`src/rtl/sync_fifo_core.sv`:
```
// Single-clock FIFO with registered read port, status flags, occupancy counts
// and overflow/underflow pulses. Flags are derived from the next occupancy.
module sync_fifo_core #(
    parameter int DATA_W   = 16,
    parameter int ADDR_W   = 8,
    parameter int AF_LEVEL = 254,
    parameter int AE_LEVEL = 2
) (
    input  logic              clk,
    input  logic              rst_n,
    input  logic [DATA_W-1:0] din,
    input  logic              wr_en,
    input  logic              rd_en,
    output logic [DATA_W-1:0] dout,
    output logic              valid,
    output logic              wr_ack,
    output logic              full,
    output logic              empty,
    output logic              almost_full,
    output logic              almost_empty,
    output logic              overflow,
    output logic              underflow,
    output logic [ADDR_W:0]   wr_data_count,
    output logic [ADDR_W:0]   rd_data_count
);
    localparam int DEPTH = 2 ** ADDR_W;
    localparam logic [ADDR_W:0] DEPTH_C = (ADDR_W + 1)'(DEPTH);
    localparam logic [ADDR_W:0] AF_C    = (ADDR_W + 1)'(AF_LEVEL);
    localparam logic [ADDR_W:0] AE_C    = (ADDR_W + 1)'(AE_LEVEL);

    // Handshake: a request is taken on the clock edge where it is high and the
    // flag it depends on (full for writes, empty for reads) is low before that
    // edge; a request that is not taken leaves all FIFO state untouched.
    logic [DATA_W-1:0] mem [DEPTH];

    logic [ADDR_W:0]   wr_ptr_q, wr_ptr_d;
    logic [ADDR_W:0]   rd_ptr_q, rd_ptr_d;
    logic [ADDR_W:0]   count_q, count_d;
    logic [DATA_W-1:0] dout_q;
    logic              valid_q, wr_ack_q, overflow_q, underflow_q;
    logic              full_q, full_d;
    logic              empty_q, empty_d;
    logic              af_q, af_d;
    logic              ae_q, ae_d;
    logic              wr_acc, rd_acc;

    assign wr_acc = wr_en & ~full_q;
    assign rd_acc = rd_en & ~empty_q;

    always_comb begin
        wr_ptr_d = wr_ptr_q;
        rd_ptr_d = rd_ptr_q;
        count_d  = count_q;
        if (wr_acc) wr_ptr_d = wr_ptr_q + 1'b1;
        if (rd_acc) rd_ptr_d = rd_ptr_q + 1'b1;
        case ({wr_acc, rd_acc})
            2'b10:   count_d = count_q + 1'b1;
            2'b01:   count_d = count_q - 1'b1;
            default: count_d = count_q;
        endcase
        full_d  = (count_d == DEPTH_C);
        empty_d = (count_d == '0);
        af_d    = (count_d >= AF_C);
        ae_d    = (count_d <= AE_C);
    end

    // Storage has no reset so it can map onto block RAM.
    always_ff @(posedge clk) begin
        if (wr_acc) mem[wr_ptr_q[ADDR_W-1:0]] <= din;
    end

    always_ff @(posedge clk or negedge rst_n) begin
        if (!rst_n) begin
            wr_ptr_q    <= '0;
            rd_ptr_q    <= '0;
            count_q     <= '0;
            dout_q      <= '0;
            valid_q     <= 1'b0;
            wr_ack_q    <= 1'b0;
            overflow_q  <= 1'b0;
            underflow_q <= 1'b0;
            full_q      <= 1'b0;
            empty_q     <= 1'b1;
            af_q        <= 1'b0;
            ae_q        <= 1'b1;
        end else begin
            wr_ptr_q    <= wr_ptr_d;
            rd_ptr_q    <= rd_ptr_d;
            count_q     <= count_d;
            if (rd_acc) dout_q <= mem[rd_ptr_q[ADDR_W-1:0]];
            valid_q     <= rd_acc;
            wr_ack_q    <= wr_acc;
            overflow_q  <= wr_en & full_q;
            underflow_q <= rd_en & empty_q;
            full_q      <= full_d;
            empty_q     <= empty_d;
            af_q        <= af_d;
            ae_q        <= ae_d;
        end
    end

    assign dout          = dout_q;
    assign valid         = valid_q;
    assign wr_ack        = wr_ack_q;
    assign full          = full_q;
    assign empty         = empty_q;
    assign almost_full   = af_q;
    assign almost_empty  = ae_q;
    assign overflow      = overflow_q;
    assign underflow     = underflow_q;
    assign wr_data_count = count_q;
    assign rd_data_count = count_q;
endmodule

```
`config.mk`:
```
export PLATFORM = sky130hd
export DESIGN_NAME = sync_fifo_core
export DESIGN_NICKNAME = d
export VERILOG_FILES = /design/src/rtl/sync_fifo_core.sv
export SDC_FILE = /design/constraint.sdc
export NUM_CORES = 2
export LEC_CHECK = 0
export BUFFER_PORTS_ARGS = -buffer_cell sky130_fd_sc_hd__buf_2
export CAP_MARGIN = 15
export CORE_MARGIN = 2
export CORE_UTILIZATION = 54
export DETAILED_ROUTE_END_ITERATION = 6
export PLACE_DENSITY = 0.66
export SYNTH_ARGS = -nofsm -noshare
export SYNTH_HDL_FRONTEND = slang
export SYNTH_SLANG_ARGS = --single-unit
```
`constraint.sdc`:
```
create_clock -name clk -period 5.8 [get_ports clk]
set_clock_uncertainty 0.05 [all_clocks]
set_input_delay 0.58 -clock clk [delete_from_list [all_inputs] [get_ports clk]]
set_output_delay 0.58 -clock clk [all_outputs]
set_load 0.02 [all_outputs]
```
==> Yosys cells after proc, flatten, opt, wreduce, memory -nomap -nowiden <==
Memory sizes are Yosys's and may differ from the RTL's. A register that Yosys moved wholly into a read port is not among the register bits.
Cells that the tools add are included.
{ "op_classes": {"eq_ne": 3, "n_reduce_logical": 2, "bitwise_logic": 6, "magnitude_cmp": 2, "muxes": 3, "add_sub_neg": 4} }
{ "op_table": {"columns": ["operator", "count"], "rows": [
  ["$add 9x1->9 const B", 3],
  ["$pmux 9 s2", 1],
  ["$eq 9x9->1 const B", 1],
  ["$ge 9x8->1 const B", 1],
  ["$le 9x2->1 const B", 1],
  ["$logic_not 9->1", 1],
  ["$sub 9x1->9 const B", 1],
  ["$and 1x1->1", 4],
  ["$eq 2x1->1 const B", 1],
  ["$eq 2x2->1 const B", 1],
  ["$mux 1", 2],
  ["$not 1->1", 2],
  ["$logic_not 1->1", 1]
]} }
{ "word_totals": {"in_bits": 20, "ram_bits": 4096, "regBits": 35, "out_inout_bits": 42, "n_memories": 1} }
{ "mem_list": {"columns": ["memory", "words", "width", "read_ports", "rd_clocked_by_memory_dff", "write_ports", "line_no", "text"], "rows": [
  ["mem", 256, 16, 1, 1, 1, "34", "logic [DATA_W-1:0] mem [DEPTH];"]
]} }

==> Depth between registers and ports, before layout <==
{ "depth": {"depth_word": 5, "depth_mapped": 14, "depth_no_buf": 13} }

==> Least setup slack after synthesis <==
Ideal clock, no wire load.
{ "synth_timing": {"kind": "register to register", "start": "reg empty_q, in the netlist empty", "end": "reg ae_q, in the netlist almost_empty", "path_buffers": 1, "path_stages_with_launch": 14, "setup_ns": 0.105, "period_less_slack_ns": 3.161, "slack_ns": 2.639, "t_arrival_ns": 3.006, "t_required_ns": 5.645, "cell_sequence": "dfstp_2 > nand2b_1 > inv_2 > nand2_1 > buf_2 > xnor2_1 > ha_1 > or4_1 > nor3_1 > a31oi_1 > o21ai_0 > or4_1 > a311o_1 > a2111oi_2"} }
{ "synth_via": {"elab_chain_len": 5} }
{ "synth_rtl": {"columns": ["element", "line_no", "text"], "rows": [
  ["start, declared", "42", "logic empty_q, empty_d;"],
  ["start signal, assigned", "96", "empty_q <= empty_d;"],
  ["$not 1->1 *", "48", "assign rd_acc = rd_en & ~empty_q;"],
  ["$and 1x1->1 *", "48", null],
  ["$eq 2x1->1 or $eq 2x2->1 (tied branches)", "56", "case ({wr_acc, rd_acc})"],
  ["$pmux 9 s2 *", "56", null],
  ["$le 9x2->1 *", "64", "ae_d = (count_d <= AE_C);"],
  ["named net ae_d", "44", "logic ae_q, ae_d;"],
  ["end signal, assigned", "85", "ae_q <= 1'b1;"],
  ["end signal, assigned", "98", "ae_q <= ae_d;"],
  ["end, declared", "44", null]
]} }
The timed path passes the listed nets; every way through them passes the cells marked *.
A chain may end at the register's enable or synchronous reset.

==> reports/metrics.cfg <==
[run_status]
status=complete, no violations

[timing]
finalSetupViolations=0
worst-slew-pin-transition_ns=1.43
relSlewSlack=0.0497
period_needed_ns=4.93
fmax_mhz=203
hold_viol=0
finalMaxSlewViolations=0
rsz0062_at_grt=no
min_period_over_period=0.851
finalSetupTns_ns=0

[logic_synthesis]
synth_top_family_by_area=multiplexers
synth_compound_area_frac=0.0235
synthMuxAreaShare=0.165
synth_top_flop_cell=edfxtp_1
synth_edf_count=4096
ys_types=70
ys_seq_elements=4145
syn_inst=7217
async_reset_ff_frac=0.0118
syn_nets=7244
synth_area_leaders=edfxtp_1 (77%), mux4_2 (14%), mux2i_1 (2.3%)
synth_xor_area_frac=0.00131
yosys.area_share.simple=0.0178
syn-cell-area_um2=160000
synth_top_area_frac=0.769
synth_fa_ha_area_frac=0.000547
ys_seq_area_frac=0.776
yosys.area.top_type=edfxtp_1
synth_warnings=0
synth.avg_cell_area_um2=22.2

[global_route]
grt_max_degree=209
grt.total_usage=0.295
grt_pass1_wl_mm=618
grt_pass1_vias=78500
grt_antenna_before_repair=25
overflow=0

[min_path]
holdPathStages=1
hold_start=din[15]
hold_class=in2reg

[worst_setup_path]
worst-path-stages=10
critical_path.most_common_cell=a2111oi_0
cp-start-kind=register
slowest_stage=dfrtp_4
worstSetupPathType=reg2reg
reg2reg_setup_slack_ns=0.87
end_kind=register
critPathMaxStageDelay_ns=0.96
crit-reg2reg-launch=rd_ptr_q[0]
timing.rr.end=dout[4]
arrival_ns=5.69
crit_required_ns=6.55
endpoint=dout[4]
cp_cell_sequence=buf_12 > buf_4 > mux4_2 > nand2_1 > a21oi_1 > a2111oi_0 > nor3_1 > a2111oi_0 > a311o_1 > o31ai_1
crit_fanout=30
cpLargestDelayFamily=compound AO/OA/AOI/OAI gates
r2r_cells=10
crit_start=rd_ptr_q[0]
cp_num_buf_inv=2

[floorplan]
initial_core_util=0.544
die_y_um=548
die_x_um=548
rows=199
die_area_um2=301000
core-area_um2=294000
io_pins=62

[power]
p_leak_nw=57.3
p_total_mw=86.2
vdd_drop_max_mv=0.350
p_per_area_nw_per_um2=476

[layout]
final_cell_mix=edfxtp_1 (4096), mux4_2 (1005), buf_4 (435)
n_fill_cell=20100
regArea_um2=124000
stdcell_count=12000
fin_nets=7778
syn2layout_area_growth_pct=13.2
final_layout_size_suffix_gt1_frac=0.285
multiInputGateArea_um2=33700
final_common_cell=edfxtp_1

[placed_design]
gp_congestion=0.954
port_buffers=61
hpwl_mm=264
placed_cells=11200

[detailed_routing]
drt-pass1-iter-count=7
route.detailed.drc=0
via_per_inst=6.69
wl_mm=443
wl_per_cell_um=36.8
ant_nets=0
drtIter0Drc=12800
vias=80500

[clocking]
numCtsBuffers=412
postCtsSetupBuffers=0
clock-sinks=4145
clkLatencyLatePin_ns=0.96
clk_pin_slew_ns=0.07
max-clock-path-buffers=4
cts_tree=built
clock-root-buffer=clkbuf_16
htreeDepth=5

[flow_run]
cap_violations=0

layer usage:
layer	track usage	vias up	share of wire
li1	-	31500	-
met1	0.421	43000	0.37
met2	0.441	5125	0.46
met3	0.0723	846	0.12
met4	0.120	20	0.046
met5	0	-	0.00029
logic make-up (layout without fill, tap and decap cells):
family / count (synthesis) / in the layout
compound gates: 544 / 544
buf+inv: 450 / 1330
simple gates: 668 / 668
xor+xnor: 24 / 24
flops: 4145 / 4145
other cells: 0 / 16
mux: 1379 / 1379
fa+ha+maj: 7 / 7
registers in the layout (all words and copies together), names as in the netlist:
name and cells:
dout 16, rd_ptr_q 8, overflow 1, valid 1, almost_empty 1, wr_ptr_q 8
empty 1, almost_full 1, underflow 1, full 1, mem 4096, wr_ack 1
rd_data_count 9
how the worst min path moves through the flow:
| stage | slack [ns] | endpoint |
|---|---|---|
| final | 0.05 | mem[93][15] |
| after CTS | 0.02 | mem[94][15] |
| after global routing | 0.07 | mem[93][15] |
| after global placement | 0.46 | wr_ptr_q[5] |
| after floorplan | 0.23 | almost_full |
| after detailed placement | 0.45 | overflow |
report_power, final:
part	total, mW	switching [mW]	internal (mW)
Sequential	34.1	0.760	33.4
Combinational	25.9	15.9	9.99
Clock	26.2	11.3	14.9
Total	86.2	27.9	58.3
cell usage after synthesis (19+ instances only):
library cell     n
edfxtp_1      4096
mux4_2        1005
mux2i_1        369
nor2_1         326
nand2_1        178
clkbuf_1       159
buf_2          111
a21oi_1         93
buf_4           88
o21ai_0         81
a22oi_1         74
o22ai_1         62
a221oi_1        50
dfrtp_1         47
buf_6           42
nand3_1         41
nor3_1          37
o211ai_1        33
buf_1           31
a211oi_1        24
nor2b_1         24
o221ai_1        19
through the flow:
stage | cell area (um^2) | util | hold WS [ns] | setup WS [ns]
after CTS | 181000 | 0.615 | 0.0239 | 0.992
after floorplan | 160000 | - | 0.234 | 2.64
final | 181000 | 0.615 | 0.0469 | 0.865
after detailed placement | 168000 | 0.569 | 0.450 | 1.04
after global placement | 168000 | 0.569 | 0.456 | 0.905
after global routing | 181000 | 0.615 | 0.0681 | 0.846
final cells by class:
class                           count  share of cell area
Sequential cell                  4145               0.686
Multi-Input combinational cell   2622               0.186
Clock buffer                      510              0.0597
Tap cell                         3919              0.0271
Timing Repair Buffer              553              0.0266
Clock inverter                    250              0.0137
Inverter                           17            0.000394
Antenna cell                       16            0.000221
repair_timing:
item                                   in CTS  in global routing
resized for setup                           0                  0
hold buffers                                5                  0
endpoints found under the hold margin      61                  0
Power figures use the tool's default switching activity.
